<file path="src/rtl/rv_bfms_pkg.sv">
// Shared types and constants for the ready/valid bus-functional models.
package rv_bfms_pkg;

    typedef enum logic [1:0] {
        BP_ALWAYS   = 2'd0,
        BP_PERIODIC = 2'd1,
        BP_RANDOM   = 2'd2,
        BP_STALL    = 2'd3
    } bp_mode_e;

    localparam logic [15:0] LFSR_TAP_MASK     = 16'hB400;
    localparam logic [15:0] LFSR_SEED_DEFAULT = 16'hACE1;

    // Fibonacci step: taps 16,14,13,11 fold into the new bit 0.
    function automatic logic [15:0] lfsr_step(input logic [15:0] state);
        return {state[14:0], ^(state & LFSR_TAP_MASK)};
    endfunction

endpackage

</file>
<file path="src/rtl/rv_bfm_fifo.sv">
// Synchronous first-word-fall-through FIFO; the head entry is always on rdata.
module rv_bfm_fifo
    import rv_bfms_pkg::*;
#(
    parameter int WIDTH = 8,
    parameter int DEPTH = 4
) (
    input  logic                         clock,
    input  logic                         reset,
    input  logic                         push,
    input  logic                         pop,
    input  logic [WIDTH-1:0]             wdata,
    output logic [WIDTH-1:0]             rdata,
    output logic [$clog2(DEPTH+1)-1:0]   count,
    output logic                         empty,
    output logic                         full
);

    localparam int AW = $clog2(DEPTH);
    localparam int CW = $clog2(DEPTH+1);

    logic [WIDTH-1:0] mem [DEPTH];
    logic [AW-1:0]    wr_ptr;
    logic [AW-1:0]    rd_ptr;
    logic             do_push;
    logic             do_pop;

    assign do_push = push && !full;
    assign do_pop  = pop && !empty;
    assign empty   = (count == '0);
    assign full    = (count == CW'(DEPTH));
    assign rdata   = mem[rd_ptr];

    // Storage needs no reset: pointers and count define what is valid.
    always_ff @(posedge clock) begin
        if (do_push) begin
            mem[wr_ptr] <= wdata;
        end
    end

    always_ff @(posedge clock) begin
        if (reset) begin
            wr_ptr <= '0;
            rd_ptr <= '0;
            count  <= '0;
        end else begin
            if (do_push) begin
                wr_ptr <= wr_ptr + AW'(1);
            end
            if (do_pop) begin
                rd_ptr <= rd_ptr + AW'(1);
            end
            count <= count + CW'(do_push) - CW'(do_pop);
        end
    end

endmodule

</file>
<file path="config.mk">
export PLATFORM = sky130hd
export DESIGN_NAME = rv_bfm_fifo
export DESIGN_NICKNAME = d
export VERILOG_FILES = /design/src/rtl/rv_bfms_pkg.sv /design/src/rtl/rv_bfm_fifo.sv
export SDC_FILE = /design/constraint.sdc
export NUM_CORES = 1
export LEC_CHECK = 0
export CAP_MARGIN = 30
export CORE_AREA = 2 2 58 60
export DETAILED_ROUTE_END_ITERATION = 16
export DIE_AREA = 0 0 60 62
export HOLD_SLACK_MARGIN = 0.1
export PLACE_DENSITY = 0.79
export SLEW_MARGIN = 40
export SYNTH_ARGS = -nofsm -noshare
export SYNTH_HDL_FRONTEND = slang
export SYNTH_SLANG_ARGS = --single-unit
</file>
<file path="constraint.sdc">
create_clock -name clock -period 5.6 [get_ports clock]
set_input_delay 0.56 -clock clock [delete_from_list [all_inputs] [get_ports clock]]
set_output_delay 0.56 -clock clock [all_outputs]
set_load 0.02 [all_outputs]
</file>
==> summary.md <==
| Metric | Value |
|---|---|
| Outcome | finished, final reports clean |
| Die Y | between 60 and 70 um |
| Avg Inst Size Synth | between 15 and 20 sq um |
| Largest net degree at the start of global routing | 14 |
| Most frequent cells in the layout | 32 x edfxtp_1, 24 x clkdlybuf4s50_1, 9 x dfxtp_1, 8 x inv_1, 8 x mux4_2 |
| Tmin final | 2.70 ns |
| Rel. slew slack | 0.642 |
| CTS Buf Count | 5 |
| Worst clock skew | 0.0113 ns |
| Final Cycle Share | 0.482 |
| GR Util All Layers | 0.149 |
| IO buf count | 24 |
| Area after DPL | approximately 1900 sq um |
| First-pass GRT wire length | 3730 um |
| Core Util, Final | 0.628 |
| Post_cts resized | 0 |
| Yosys warns | 0 |
| Layout Cells excl Fill | around 170 |
| GP Congestion | 0.681 |
| Startpoint Class | flop |
| Final hold vios | 0 |
| Area Overhead vs Synth | 22.3% |
| Top FF cell, synth | edfxtp_1 |
| Max-slew violations | 0 |
| Antenna Diode Count | 0 |
| Synth cell types | 24 |
| CTS max path bufs | 2 |
| HPWL after DPL | 1730 um |
| Commonest non-fill, non-tap cell in the layout | edfxtp_1 |
| Clock latency on the worst-skew pair | 0.34 ns |
| Multi-input gate area | between 400 and 500 sq um |
| Clock-pin slew on the worst setup and hold paths | 0.11 ns |
| Initial Utilization | 0.514 |
| Max-cap violation count | 0 |
| Final Cell Area | 2000 sq um |
| Setup CP Type | flop to output pin |
| Sequential cell area | 1140 sq um |
| Sequential share of power | 0.475 |
| Share of cells above drive strength 1 | 0.156 |
| Mapped Area | about 1600 sq um |
| Maximum fanout along the worst path | 8 |
| WP data arrival | 2.14 ns |
| Fin nets | 140 |
| Hold WC Path Type | flop to flop |
| WP data required | 5.04 ns |
| Clk sink count | 41 |
| Internal power | a little over 600 uW |
| Fmax | 370 MHz |
| Max VDD drop | 0.280 mV |
| Cells after DPL | 160 |
| Core area | around 3200 sq um |
| Initial antenna violation count | 0 |
| CTS root buf | clkbuf_4 |
| Yosys reg bits | between 40 and 50 |
| Sequential area share after synthesis | 0.698 |
| Full die area | 3720 sq um |
| Switching power | 254 uW |
| Pre-Repair DR Iteration Count | 4 |
| Mean routed wirelength per cell | ~14 um |
| Syn Nets | 112 |
| Setup TNS Final | 0 ns |
| Post-CTS Setup Bufs | 0 |
| Num rows | 21 |
| Overflow after GRT | 0 |
| ANT nets after route | 0 |
| Leak | roughly 0.00068 uW |
| Vias in the first global route | about 800 |
| Num ports | 25 |
| Filler cells | approximately 240 |
| H-tree depth | 2 |
| CTS tree | built |
| Synth Instances | 93 |
| Least-Margin Pin Slew | about 0.54 ns |
| Via count | 846 |
| WL final | 2400 um |
| CTS Hold Buffers Added | 0 |
| Drt initial violations | 23 |
| Die X | around 60 um |
| Switch share | 0.294 |
| Drt drc | 0 |
| Comb power frac | 0.313 |
| Setup crit end kind | output pin |
| Endpoints failing setup | 0 |
| Clock power share | 0.212 |
| EDFF count, synth | 32 |
| RSZ-0062 raised after global routing | false |
| Synth async-reset ratio | 0 |
| Vias per cell | ~5.0 |
| Cell area power density | 433 nW/um^2 |
-- sequential cells by signal, indices dropped and copies added (netlist names), named ones only --
signal  cells
count       3
mem        32
rd_ptr      2
wr_ptr      2
-- worst paths after layout --
kind / startpoint / endpoint / slack [ns] / cells after the start
max: flop / rdata[6] / 2.90 / 2
min: rd_ptr[1] / flop / 0.49 / 2
max reg2reg: count[1] / count[2] / 3.38 / 10
min reg2reg: rd_ptr[1] / flop / 0.49 / 2
-- stage by stage --
step | worst slack (ns) | hold WS (ns) | power [uW]
final | 2.90 | 0.489 | 865
after global routing | 2.74 | 0.552 | 911
after CTS | 2.83 | 0.496 | 874
after detailed placement | 2.89 | 0.490 | 693
after global placement | 2.95 | 0.471 | 687
after floorplan | 3.26 | 0.459 | 583
-- synthesized netlist by cell type (2+ instances only) --
cell / instances / area [sq um]
inv_1: 8 / 30.0
or3_1: 2 / 12.5
nor2b_1: 2 / 12.5
nor2_1: 3 / 11.3
a21oi_1: 2 / 10.0
ha_1: 6 / 75.1
xnor2_1: 2 / 17.5
edfxtp_1: 32 / 961
mux4_2: 8 / 180
o21ai_0: 2 / 10.0
nand2b_1: 2 / 12.5
dfxtp_1: 9 / 180
and2_1: 4 / 25.0
-- layout make-up --
cell class / count / share of cell area
Tap cell: 46 / 0.0288
Clock inverter: 3 / 0.0207
Clock buffer: 5 / 0.0188
Sequential cell: 41 / 0.571
Inverter: 8 / 0.0150
Timing Repair Buffer: 24 / 0.120
Multi-Input combinational cell: 41 / 0.225
-- cell families after synthesis --
| family | count (synthesis) | synth area share |
|---|---|---|
| flip-flops | 41 | 0.698 |
| XOR/XNOR | 3 | 0.0161 |
| adder cells (fa/ha/maj) | 7 | 0.0582 |
| AND/OR/NAND/NOR | 17 | 0.0651 |
| multiplexers | 9 | 0.116 |
| buffers and inverters | 11 | 0.0260 |
| AO/OA/AOI/OAI | 5 | 0.0199 |
-- power groups by stage --
stage	Combinational (uW)	Sequential (uW)	Clock, uW
final	271	411	183
after global routing	294	418	199
after CTS	275	413	186
after detailed placement	273	420	0
after global placement	270	417	0
after floorplan	179	404	0
-- worst max-delay path, cell delays in order, from the launching register on --
cell	delay [ns]
dfxtp_1	0.68
mux4_2	0.58
clkdlybuf4s50_1	0.56
-- layer usage --
metal	track usage	share of wire
met4	0.0762	0.015
met5	0	0
met2	0.252	0.51
met1	0.179	0.43
met3	0.0373	0.047
Power figures use the tool's default switching activity.
